[src/rtl/adder_share_arbiter_pkg.sv]
// Shared types and helpers for the round-robin adder-sharing arbiter.
package adder_share_arbiter_pkg;

    localparam int N_DEFAULT = 32;
    localparam int MAX_REQ   = 8;
    localparam int PTR_W     = 3;

    typedef enum logic [1:0] {
        ST_IDLE = 2'd0,
        ST_EXEC = 2'd1,
        ST_RESP = 2'd2
    } state_t;

    typedef struct packed {
        logic             found;
        logic [PTR_W-1:0] idx;
    } pick_t;

    // First valid requester at or above ptr, wrapping modulo num_req.
    function automatic pick_t rr_pick(input logic [MAX_REQ-1:0] valid,
                                      input logic [PTR_W-1:0]   ptr,
                                      input int                 num_req);
        pick_t res;
        int    j;
        res = '0;
        for (int i = 0; i < MAX_REQ; i++) begin
            j = int'(ptr) + i;
            if (j >= num_req) j = j - num_req;
            if (i < num_req && !res.found) begin
                if (valid[j]) begin
                    res.found = 1'b1;
                    res.idx   = PTR_W'(j);
                end
            end
        end
        return res;
    endfunction

endpackage

[src/rtl/adder_share_arbiter_core.sv]
// Combinational adder wrapper: sum, carry out and signed overflow.
module adder_core
    import adder_share_arbiter_pkg::*;
#(
    parameter int N = N_DEFAULT
) (
    input  logic [N-1:0] a,
    input  logic [N-1:0] b,
    output logic [N-1:0] sum,
    output logic         carry,
    output logic         of
);

    assign {carry, sum} = {1'b0, a} + {1'b0, b};
    assign of = (a[N-1] == b[N-1]) && (sum[N-1] != a[N-1]);

endmodule

[src/rtl/adder_share_arbiter.sv]
// Round-robin arbiter sharing one adder between NUM_REQ valid/ready requesters.
module adder_share_arbiter
    import adder_share_arbiter_pkg::*;
#(
    parameter int N       = N_DEFAULT,
    parameter int NUM_REQ = 4,
    parameter int ID_W    = $clog2(NUM_REQ),
    parameter int CNT_W   = 16
) (
    input  logic                 clk,
    input  logic                 rst_n,
    input  logic [NUM_REQ-1:0]   req_valid,
    output logic [NUM_REQ-1:0]   req_ready,
    input  logic [NUM_REQ*N-1:0] req_a,
    input  logic [NUM_REQ*N-1:0] req_b,
    output logic                 rsp_valid,
    input  logic                 rsp_ready,
    output logic [ID_W-1:0]      rsp_id,
    output logic [N-1:0]         rsp_sum,
    output logic                 rsp_carry,
    output logic                 rsp_of,
    output logic                 busy,
    output logic [CNT_W-1:0]     ops_done
);

    state_t               state;
    logic [ID_W-1:0]      rr_ptr;
    logic [ID_W-1:0]      op_id;
    logic [N-1:0]         op_a;
    logic [N-1:0]         op_b;
    logic [MAX_REQ-1:0]   valid_ext;
    pick_t                pick;
    logic [ID_W-1:0]      grant;
    logic [N-1:0]         core_sum;
    logic                 core_carry;
    logic                 core_of;

    always_comb begin
        valid_ext              = '0;
        valid_ext[NUM_REQ-1:0] = req_valid;
        pick                   = rr_pick(valid_ext, PTR_W'(rr_ptr), NUM_REQ);
        grant                  = ID_W'(pick.idx);
        req_ready              = '0;
        // NOTE: req_ready is combinational, so it is gated by rst_n to stay low during reset.
        if (rst_n && state == ST_IDLE && pick.found) req_ready[grant] = 1'b1;
    end

    adder_core #(.N(N)) u_core (
        .a     (op_a),
        .b     (op_b),
        .sum   (core_sum),
        .carry (core_carry),
        .of    (core_of)
    );

    // NOTE: all state below uses non-blocking assignments so every register samples pre-edge values.
    always_ff @(posedge clk or negedge rst_n) begin
        if (!rst_n) begin
            state     <= ST_IDLE;
            rr_ptr    <= '0;
            op_id     <= '0;
            op_a      <= '0;
            op_b      <= '0;
            rsp_valid <= 1'b0;
            rsp_id    <= '0;
            rsp_sum   <= '0;
            rsp_carry <= 1'b0;
            rsp_of    <= 1'b0;
            busy      <= 1'b0;
            ops_done  <= '0;
        end else begin
            case (state)
                ST_IDLE: begin
                    if (pick.found) begin
                        op_a  <= req_a[grant*N +: N];
                        op_b  <= req_b[grant*N +: N];
                        op_id <= grant;
                        state <= ST_EXEC;
                        busy  <= 1'b1;
                    end
                end
                ST_EXEC: begin
                    rsp_sum   <= core_sum;
                    rsp_carry <= core_carry;
                    rsp_of    <= core_of;
                    rsp_id    <= op_id;
                    rsp_valid <= 1'b1;
                    state     <= ST_RESP;
                end
                ST_RESP: begin
                    if (rsp_ready) begin
                        rsp_valid <= 1'b0;
                        ops_done  <= ops_done + CNT_W'(1);
                        // The requester just served drops to lowest priority.
                        rr_ptr    <= (op_id == ID_W'(NUM_REQ - 1)) ? '0 : op_id + ID_W'(1);
                        state     <= ST_IDLE;
                        busy      <= 1'b0;
                    end
                end
                default: begin
                    state <= ST_IDLE;
                    busy  <= 1'b0;
                end
            endcase
        end
    end

endmodule

[config.mk]
export PLATFORM = sky130hd
export DESIGN_NAME = adder_share_arbiter
export DESIGN_NICKNAME = d
export VERILOG_FILES = /design/src/rtl/adder_share_arbiter_pkg.sv /design/src/rtl/adder_share_arbiter_core.sv /design/src/rtl/adder_share_arbiter.sv
export SDC_FILE = /design/constraint.sdc
export NUM_CORES = 1
export LEC_CHECK = 0
export CORE_MARGIN = 8
export CORE_UTILIZATION = 29
export CTS_BUF_LIST = sky130_fd_sc_hd__clkbuf_4
export CTS_CLUSTER_DIAMETER = 80
export DETAILED_ROUTE_END_ITERATION = 8
export HOLD_SLACK_MARGIN = 0.05
export PLACE_DENSITY_LB_ADDON = 0.08
export SYNTH_ARGS = -nofsm -noshare
export SYNTH_HDL_FRONTEND = slang
export SYNTH_HIERARCHICAL = 1
export SYNTH_SLANG_ARGS = --single-unit
[constraint.sdc]
create_clock -name clk -period 3.25 [get_ports clk]
set_input_delay 0.65 -clock clk [delete_from_list [all_inputs] [get_ports clk]]
set_output_delay 0.65 -clock clk [all_outputs]
set_load 0.01 [all_outputs]
# --- After elaboration in Yosys (flattened, before gate mapping) ---
# Cells that the tools add are included.
word_totals:
  regBits: 124
  elab_cells: 87
  input_bits: 263
  output_inout_bits: 58
op_classes:
  shift: 2
  magnitude_cmp: 10
  n_eq_ne: 7
  bitwise_logic: 1
  addsub: 10
  n_reduce_logical: 11
  muxes: 34
op_table:
  columns: ["op", "n"]
  rows:
  - ["variable part select 128 x 8 -> 32 bit", 2]
  - ["< comparator 32 x 5 -> 1 bit, second input constant", 4]
  - ["two-way mux 32 bit", 4]
  - ["adder 32 x 32 -> 33 bit", 1]
  - ["two-way mux 4 bit", 8]
  - ["adder 16 x 1 -> 16 bit, second input constant", 1]
  - ["binary-select mux 1 bit (select 3 bit)", 4]
  - ["subtractor 3 x 3 -> 4 bit, second input constant", 3]
  - ["two-way mux 1 bit", 11]
  - [">= comparator 3 bit, second input constant", 3]
  - ["AND reduction 2 bit", 4]
  - ["adder 2 x 2 -> 3 bit, second input constant", 2]
  - ["two-way mux 2 bit", 3]
  - ["one-hot mux 2 bit (3 select lines)", 1]
  - ["equality test 2 bit, second input constant", 2]
  - ["logical AND 1 bit", 4]
  - ["inequality test 2 bit, second input constant", 2]
  - ["subtractor 2 x 3 -> 4 bit, second input constant", 1]
  - ["adder 2 x 1 -> 3 bit, second input constant", 1]
  - [">= comparator 2 x 3 -> 1 bit, second input constant", 1]
  - ["< comparator 2 x 3 -> 1 bit, second input constant", 1]
  - ["one-hot mux 1 bit (3 select lines)", 1]
  - ["AND reduction 3 bit", 1]
  - ["adder 2 x 1 -> 2 bit, second input constant", 1]
  - ["other kinds (9)", 9]

# --- Depth between registers and ports, before layout ---
# Gate-level depths: netlist (run 1).
depth:
  depth_word: 17
  mapped_depth: 10
  ltp_nobuf: 10

# --- By module ---
# Netlist (run 1), hierarchy kept.
by_module_without_submodules:
  columns: ["mod", "area_per_inst_um2", "seq_area_each_um2", "cells_per_inst", "n_inst"]
  rows:
  - ["adder_share_arbiter", 6695.2, 3103.0, 625, 1]
  - ["adder_core", 1751.7, 0.0, 245, 1]

# --- Least setup slack after synthesis (run 1) ---
# Ideal clock, no wire load.
synth_path:
  path_kind: "reg-to-reg"
  startpoint: "register op_a[0]"
  endpoint: "register rsp_carry"
  arrival_ns: 2.718
  path_buffers: 0
  slack_ns: 0.407
  path_stages_with_launch: 11
  t_required_ns: 3.125
  period_less_slack_ns: 2.843
  setup_time_ns: 0.125
  cell_sequence: "dfrtp_1 ha_1 fa_1 a21oi_2 nor2_1 o31ai_4 o211ai_4 a211o_1 a211o_1 a221o_1 mux2_2"
synth_via:
  elab_chain_cells: 1
synth_lines:
  columns: ["item", "line", "source"]
  rows:
  - ["from (decl)", "adder_share_arbiter.sv:29", "logic [N-1:0] op_a;"]
  - ["from (signal assigned)", "adder_share_arbiter.sv:75", "op_a <= req_a[grant*N +: N];"]
  - ["adder 32 x 32 -> 33 bit", "adder_share_arbiter_core.sv:14", "assign {carry, sum} = {1'b0, a} + {1'b0, b};"]
  - ["via core_carry", "adder_share_arbiter.sv:35", "logic core_carry;"]
  - ["to (signal assigned)", "adder_share_arbiter.sv:84", "rsp_carry <= core_carry;"]
  - ["to (decl)", "adder_share_arbiter.sv:20", "output logic rsp_carry,"]
# The timed path passes the listed nets, and every way through them passes these cells.
# A chain may end at the register's enable or synchronous reset.

# --- Final worst setup path (run 1) ---
layout_path:
  startpoint: "input port req_valid[3]"
  endpoint: "output port req_ready[1]"
layout_via:
  elab_chain_cells: 15
  word_cells_on_any_way: 26
  classes_between: "order compare: 2; mux: 22; reduce/logical: 2"
layout_lines:
  columns: ["item", "line", "source"]
  rows:
  - ["from (decl)", "adder_share_arbiter.sv:12", "input logic [NUM_REQ-1:0] req_valid,"]
  - ["binary-select mux 1 bit (select 3 bit)", "adder_share_arbiter_pkg.sv:30", "if (valid[j]) begin"]
  - ["two-way mux 1 bit (implied by the code) (2 in series)", "adder_share_arbiter_pkg.sv:30", null]
  - ["two-way mux 4 bit (2 in series)", "adder_share_arbiter_pkg.sv:30", null]
  - ["two-way mux 4 bit", "adder_share_arbiter_pkg.sv:29", "if (i < num_req && !res.found) begin"]
  - ["two-way mux 4 bit", "adder_share_arbiter_pkg.sv:30", null]
  - ["two-way mux 4 bit", "adder_share_arbiter_pkg.sv:29", null]
  - ["two-way mux 4 bit", "adder_share_arbiter_pkg.sv:30", null]
  - ["two-way mux 4 bit (*)", "adder_share_arbiter_pkg.sv:29", null]
  - ["< comparator 2 x 3 -> 1 bit (implied by the code) / >= comparator 2 x 1 -> 1 bit (equally long branches)", "adder_share_arbiter.sv:45", "if (rst_n && state == ST_IDLE && pick.found) req_ready[grant] = 1'b1;"]
  - ["logical AND 1 bit (implied by the code)", "adder_share_arbiter.sv:45", null]
  - ["two-way mux 1 bit (implied by the code)", "adder_share_arbiter.sv:45", null]
  - ["demux 1 bit (select 2 bit)", "adder_share_arbiter.sv:45", null]
  - ["two-way mux 4 bit (*)", "adder_share_arbiter.sv:45", null]
  - ["to (decl)", "adder_share_arbiter.sv:13", "output logic [NUM_REQ-1:0] req_ready,"]
# Every way passes the cells marked *; elsewhere a longest branch is shown, timed or not. The select of a mux whose other input is x is not followed.

==> metrics.log, run 1 <==
[metrics] run status: finished, final reports clean
[metrics] cell occurring most often along the worst timing path: sky130_fd_sc_hd__clkdlybuf4s50_1
[metrics] Tcrit/Tclk final: 96.99%
[metrics] setup clock skew after layout: 33.08 ps
[metrics] Register-to-Register Path Depth: 10
[metrics] area share of the leading cell type in the synthesized netlist: 36.74%
[metrics] number of enable-type register cells in the synthesized netlist: 0
[metrics] Seq/Total Area, Yosys: 36.74%
[metrics] clock slew seen by the registers of the worst setup and hold paths: 140 ps
[metrics] max-capacitance violation count: 0
[metrics] number of antenna violations at the first check in global routing: 8
[metrics] ports placed on the boundary: 321
[metrics] count of TritonRoute iterations in the first routing pass: 4
[metrics] clock period minus worst slack: 3152 ps
[metrics] number of library cell types mapped by synthesis: 64
[metrics] headroom to the max-slew limit: 33.29%
[metrics] root buffer cell: sky130_fd_sc_hd__clkbuf_4
[metrics] CP cell instances: clkdlybuf4s50_1, nor4_1, or3_2, inv_2, nand4_1, nor2_1, clkdlybuf4s50_1
[metrics] count of buffers from port buffering: 320
[metrics] Worst Hold Margin: 473.8 ps
[metrics] Routability Congestion: 0.8299
[metrics] transition time at the pin with the least slew margin: 1001 ps
[metrics] clock buffer depth: 2
[metrics] cells taking the most area after synthesis: sky130_fd_sc_hd__dfrtp_1 (37%), sky130_fd_sc_hd__mux2i_1 (7.7%), sky130_fd_sc_hd__a2111oi_0 (6.2%)
[metrics] slowest cell on the critical path: sky130_fd_sc_hd__clkdlybuf4s50_1
[metrics] Data required, critical path: 2600 ps
[metrics] via count: 8002
[metrics] cell count after synthesis: 870
[metrics] overall die area: 34840 µm²
[metrics] pin count of the biggest net entering global routing: 75
[metrics] power per cell area: 968.4 nW/µm²
[metrics] DRC: 0
[metrics] gate family responsible for the most delay along the worst path: buffers and inverters
[metrics] Overall Global Routing Usage: 18.68%
[metrics] number of hold violations in the final report: 0
[metrics] worst-path fanout max: 3
[metrics] library cell with the largest summed area after synthesis: sky130_fd_sc_hd__dfrtp_1
[metrics] launching element type of the critical path: input port
[metrics] endpoint class of the critical path: output pin
[metrics] Iter 0 DRT Violations: 399
[metrics] final routed wirelength across all metal layers: 33390 µm
[metrics] share of cells above drive strength 1: 9.779%
[metrics] area of the core: 28700 µm²
[metrics] main flop type after synthesis: sky130_fd_sc_hd__dfrtp_1
[metrics] vertical extent of the die: 186.7 µm
[metrics] total CTS buffers: 17
[metrics] clk sinks: 124
[metrics] Critical Path Source: req_valid[3]
[metrics] number of placement rows: 62
[metrics] cell area after technology mapping: 8447 µm²
[metrics] unrepaired setup endpoints after global routing: no
[metrics] r2r endpoint: rsp_carry
[metrics] number of setup violations in the final report: 0
[metrics] category of the most critical setup path: input port to output pin
[metrics] Die X: 186.7 µm
[metrics] average size of a mapped cell: 9.709 µm²
[metrics] Worst-Skew Late Latency: 550 ps
[metrics] final global-route overflow total: 0
[metrics] total number of yosys warnings: 6
[metrics] Static Leak: 5.072 nW
[metrics] first-pass GRT wire length: 51380 µm
[metrics] Synth Net Count: 1168
[metrics] VDD IR max: 0.3659 mV
[metrics] number of global-route vias before repair: 8534
[metrics] worst endpoint data arrival time: 2500 ps
[metrics] Setup TNS: 0 ps
[metrics] post-synthesis sequential element count: 124
[metrics] number of nets in the finished design: 1461
[metrics] setup slack after layout: 97.77 ps
[metrics] worst path bufs/invs: 3
[metrics] class of the worst hold path: input port to asynchronous set/reset pin
[metrics] DPL Wire Length: 25380 µm
[metrics] average wire length per cell after detail routing: 21.36 µm
[metrics] TritonCTS clock tree: built
[metrics] Antenna Nets Post-Route: 0
[metrics] detailed-route vias per instance: 5.120
[metrics] Register-to-Register Setup Slack: 220 ps
[metrics] Fmax: 317.2 MHz
[metrics] post-cts sizing count: 0
[metrics] post-placement worst setup slack: 89.19 ps
[metrics] Initial Utilization: 29.43%
[metrics] final-report max-slew violation count: 0
[metrics] H-tree levels: 4
[metrics] reg-to-reg startpoint: op_a[0]
[metrics] Async SR Flop Fraction: 100.0%
[metrics] Synth-to-Final Area Change: 46.60%
[metrics] largest incremental delay on the critical path: 540 ps
registers in the layout, summed over array words and instances (netlist names):
name,flops
rsp_carry,1
rr_ptr,2
rsp_valid,1
rsp_of,1
op_id,2
busy,1
rsp_sum,32
state,2
ops_done,16
rsp_id,2
op_b,32
op_a,32
power breakdown:
group	switching, W	leakage [nW]	internal, W	total (W)
combinational	0.00425	3.46	0.00364	0.00788
sequential	0.000542	1.44	0.00228	0.00282
clock	0.000729	0.170	0.000563	0.00129
cell type report:
class	count	area, µm²
multi-input combinational	665	4962
clock buffer	17	127.6
timing repair buffer	347	3472
antenna	3	7.507
sequential	124	3103
tap	384	480.5
fill	2817	16320
inverter	8	30.03
clock inverter	15	200.2
worst max-delay path by stage:
| stage | depth (start not counted) | to | slack (ps) |
|---|---|---|---|
| finish | 7 | req_ready[1] | 100 |
| global route | 7 | req_ready[2] | 5 |
| CTS | 7 | req_ready[1] | 90 |
| detailed placement | 7 | req_ready[1] | 90 |
| global placement | 7 | req_ready[3] | 90 |
| floorplan | 10 | rsp_carry | 410 |
metrics by stage:
stage,instance area [µm²],util (%),total power (W),std cells
2_1_floorplan,8447,-,0.008084,870
3_3_place_gp,12040,41.94,0.01073,1527
3_5_place_dp,12040,41.94,0.01077,1527
4_1_cts,12380,43.12,0.01213,1560
5_1_grt,12380,43.13,0.01297,1562
6_report,12380,43.14,0.01199,1563
cells in the final DEF (no fill, tap or decap), drive strengths merged, types with 2 or more instances in the layout:
cell           count
dfrtp            124
nand3b             2
nor4               2
o21bai             3
o21a               3
nor2b              7
mux2i             65
a21o              13
clkdlybuf4s50    319
nand2b             5
xor2              14
inv               16
nor3               2
and3              70
nand2             34
diode              3
o211ai             6
clkinv             2
o21ai             19
a2111oi           64
clkbuf            17
mux2              36
nand3             11
xnor2             30
nand4             15
buf               27
nor3b              2
or3                2
o31ai              2
nor2              96
a211oi            67
a21oi             30
ha                34
a31oi              5
a211o              5
bufinv             3
o22ai              3
a221o              2
clkinvlp           2
layer usage:
layer  global-route usage [%]  vias up  share of wire (%)
met1                    22.69     3847                 44
li1                         -     3902                  -
met5                        0        -               0.18
met4                    3.849       10                1.1
met3                    6.003       30                5.8
met2                    31.95      213                 49
worst reg2reg max path, stage by stage, from the launching register on:
cell	delay, ps
sky130_fd_sc_hd__dfrtp_1	410
sky130_fd_sc_hd__ha_1	240
sky130_fd_sc_hd__fa_1	420
sky130_fd_sc_hd__a21oi_2	170
sky130_fd_sc_hd__nor2_1	100
sky130_fd_sc_hd__o31ai_4	280
sky130_fd_sc_hd__o211ai_4	120
sky130_fd_sc_hd__a211o_1	290
sky130_fd_sc_hd__a211o_1	340
sky130_fd_sc_hd__a221o_1	300
sky130_fd_sc_hd__mux2_2	260
timing repair:
action | 4_1_cts | 5_1_grt
hold buffers | 1 | 0
hold endpoints to repair | 13 | 0
setup buffers | 0 | 0
kinds of logic after synthesis:
kind of cell / synth area share [%]
simple gates: 15.30
compound gates: 20.69
flops: 36.74
mux: 12.50
buf+inv: 4.933
xor+xnor: 4.562
fa+ha+maj: 5.273
Yosys cell counts (28+ instances only):
library cell / instances
sky130_fd_sc_hd__a21oi_1: 28
sky130_fd_sc_hd__clkbuf_1: 36
sky130_fd_sc_hd__nor2_1: 94
sky130_fd_sc_hd__mux2_2: 36
sky130_fd_sc_hd__mux2i_1: 65
sky130_fd_sc_hd__nand2_1: 34
sky130_fd_sc_hd__ha_1: 34
sky130_fd_sc_hd__a2111oi_0: 60
sky130_fd_sc_hd__dfrtp_1: 124
sky130_fd_sc_hd__xnor2_1: 30
sky130_fd_sc_hd__a211oi_1: 67
sky130_fd_sc_hd__and3_1: 70
Note: power is estimated with default switching activity, not from simulation.
==> inputs of run 2 (changes only) <==
--- a/config.mk
+++ b/config.mk
@@ -11,7 +11,7 @@
 export CTS_CLUSTER_DIAMETER = 80
 export DETAILED_ROUTE_END_ITERATION = 8
 export HOLD_SLACK_MARGIN = 0.05
-export PLACE_DENSITY_LB_ADDON = 0.08
+export PLACE_DENSITY = 0.67
 export SYNTH_ARGS = -nofsm -noshare
 export SYNTH_HDL_FRONTEND = slang
 export SYNTH_HIERARCHICAL = 1
==> metrics.log, run 2 (synthesized netlist as in run 1, its figures left out) <==
[metrics] run status: finished, final reports clean
[metrics] TritonCTS clock tree: built
[metrics] Tcrit/Tclk final: 96.86% (-0.13 points)
[metrics] category of the most critical setup path: input port to output pin
[metrics] root buffer cell: sky130_fd_sc_hd__clkbuf_4
[metrics] Overall Power: 0.01189 W (-0.88%)
[metrics] unrepaired setup endpoints after global routing: no
[metrics] cell occurring most often along the worst timing path: sky130_fd_sc_hd__clkdlybuf4s50_1
[metrics] worst endpoint data arrival time: 2500 ps (about the same)
[metrics] largest incremental delay on the critical path: 560 ps (+20 ps)
[metrics] DRC: 0 (unchanged)
[metrics] number of hold violations in the final report: 0 (unchanged)
[metrics] post-placement worst setup slack: -19.78 ps (-109.0 ps)
[metrics] Iter 0 DRT Violations: 415 (+4.0%)
[metrics] Antenna Nets Post-Route: 0 (unchanged)
[metrics] number of antenna violations at the first check in global routing: 3 (-5)
[metrics] overall die area: 34840 µm² (unchanged)
[metrics] clock buffer depth: 2 (unchanged)
[metrics] class of the worst hold path: register to register
[metrics] max-capacitance violation count: 0 (unchanged)
[metrics] transition time at the pin with the least slew margin: 1073 ps (+71.90 ps)
[metrics] worst-path fanout max: 3 (unchanged)
[metrics] number of global-route vias before repair: 8833 (+3.5%)
[metrics] average wire length per cell after detail routing: 21.37 µm (about the same)
[metrics] Fmax: 317.7 MHz (+0.14%)
[metrics] largest registers: op_a: 32 flops, op_b: 32 flops, rsp_sum: 32 flops
[metrics] setup slack after layout: 102.1 ps (+4.369 ps)
[metrics] Worst Hold Margin: 500.6 ps (+26.81 ps)
[metrics] Worst-Skew Late Latency: 540 ps (about the same)
[metrics] final routed wirelength across all metal layers: 33440 µm (+0.16%)
[metrics] Data required, critical path: 2600 ps (about the same)
[metrics] Die X: 186.7 µm (unchanged)
[metrics] clock period minus worst slack: 3148 ps (-4.369 ps)
[metrics] count of buffers from port buffering: 320 (unchanged)
[metrics] Overall Global Routing Usage: 18.80% (+0.12 points)
[metrics] VDD IR max: 0.4164 mV (+14%)
[metrics] slowest cell on the critical path: sky130_fd_sc_hd__clkdlybuf4s50_1
[metrics] Routability Congestion: 0.8976 (+8.2%)
[metrics] total CTS buffers: 17 (unchanged)
[metrics] count of TritonRoute iterations in the first routing pass: 5 (+1)
[metrics] launch point of the worst hold path: ops_done[15]
[metrics] clock slew seen by the registers of the worst setup and hold paths: 130 ps (about the same)
[metrics] CP cell instances: clkdlybuf4s50_1, nor4_1, or3_2, inv_2, nand3_1, nor2_1, clkdlybuf4s50_1
[metrics] Setup TNS: 0 ps (unchanged)
[metrics] ports placed on the boundary: 321 (unchanged)
[metrics] area of the core: 28700 µm² (unchanged)
[metrics] share of cells above drive strength 1: 9.839% (+0.060 points)
[metrics] DPL Wire Length: 25870 µm (+1.9%)
[metrics] Synth-to-Final Area Change: 46.27%
[metrics] first-pass GRT wire length: 51910 µm (+1.0%)
[metrics] vertical extent of the die: 186.7 µm (unchanged)
[metrics] detailed-route vias per instance: 5.220 (+2.0%)
[metrics] Register-to-Register Setup Slack: 180 ps (-40 ps)
[metrics] Initial Utilization: 29.43% (unchanged)
[metrics] clk sinks: 124 (unchanged)
[metrics] reg-to-reg startpoint: op_a[0]
[metrics] power per cell area: 961.9 nW/µm² (-0.66%)
[metrics] launching element type of the critical path: input port
[metrics] final global-route overflow total: 0 (unchanged)
[metrics] final-report max-slew violation count: 0 (unchanged)
[metrics] number of placement rows: 62 (unchanged)
[metrics] endpoint class of the critical path: output pin
[metrics] via count: 8170 (+2.1%)
[metrics] setup clock skew after layout: 20.12 ps (-12.96 ps)
[metrics] H-tree levels: 4 (unchanged)
[metrics] pin count of the biggest net entering global routing: 81 (+8.0%)
[metrics] Static Leak: 5.095 nW (+0.45%)
[metrics] number of nets in the finished design: 1464 (+0.21%)
[metrics] most common cell after layout, fill and taps aside: sky130_fd_sc_hd__clkdlybuf4s50_1
[metrics] headroom to the max-slew limit: 26.65% (-6.6 points)
[metrics] Critical Path Source: req_valid[1]
[metrics] highest-count cells in the layout ignoring fill and taps: sky130_fd_sc_hd__clkdlybuf4s50_1 (317), sky130_fd_sc_hd__dfrtp_1 (124), sky130_fd_sc_hd__nor2_1 (94)
[metrics] number of setup violations in the final report: 0 (unchanged)
-- run 2: timing repair --
item                       in CTS  in global routing
resized for setup               0                  2
hold buffers                    1                  0
setup buffers                   0                  0
hold endpoints to repair       28                  0
setup endpoints to repair       0                  2
-- run 2: final timing paths --
kind                                 to  cells past startpoint
setup / recovery           req_ready[2]                      7
hold / removal             ops_done[15]                      1
setup reg to reg              rsp_carry                     10
hold reg to reg            ops_done[15]                      1
max in group asynchronous       op_a[8]                      4
min in group asynchronous   ops_done[5]                      2
-- run 2: critical path: cells and delay by family --
family	cells	cell delay, ps
buf+inv	3	1130
simple gates	4	720
-- run 2: where the power goes --
group | switching, W | internal, W | total, W
Combinational | 0.00424 | 0.00360 | 0.00785
Clock | 0.000672 | 0.000531 | 0.00120
Sequential | 0.000558 | 0.00228 | 0.00284
Total | 0.00547 | 0.00641 | 0.0119
-- run 2: area by class of cell --
cell class	count	area, µm²
Multi-Input combinational cell	665	4962
Sequential cell	124	3103
Clock buffer	17	127.6
Timing Repair Buffer	350	3475
Tap cell	384	480.5
Fill cell	2835	16350
Antenna cell	2	5.005
Inverter	8	30.03
Clock inverter	15	172.7
-- run 2: metrics by stage --
step                      instances  instance area, µm²  util [%]
after floorplan                 870                8447         -
after global placement         1530               12040     41.93
after detailed placement       1530               12040     41.93
after CTS                      1563               12350     43.01
after global routing           1564               12350     43.04
final                          1565               12360     43.05
-- run 2: metal layers --
layer  share of wire (%)  global-route usage, %
met2                  50                  32.99
met4                 2.0                  4.826
met1                  43                  22.98
met3                 4.4                  4.120
met5               0.081                      0
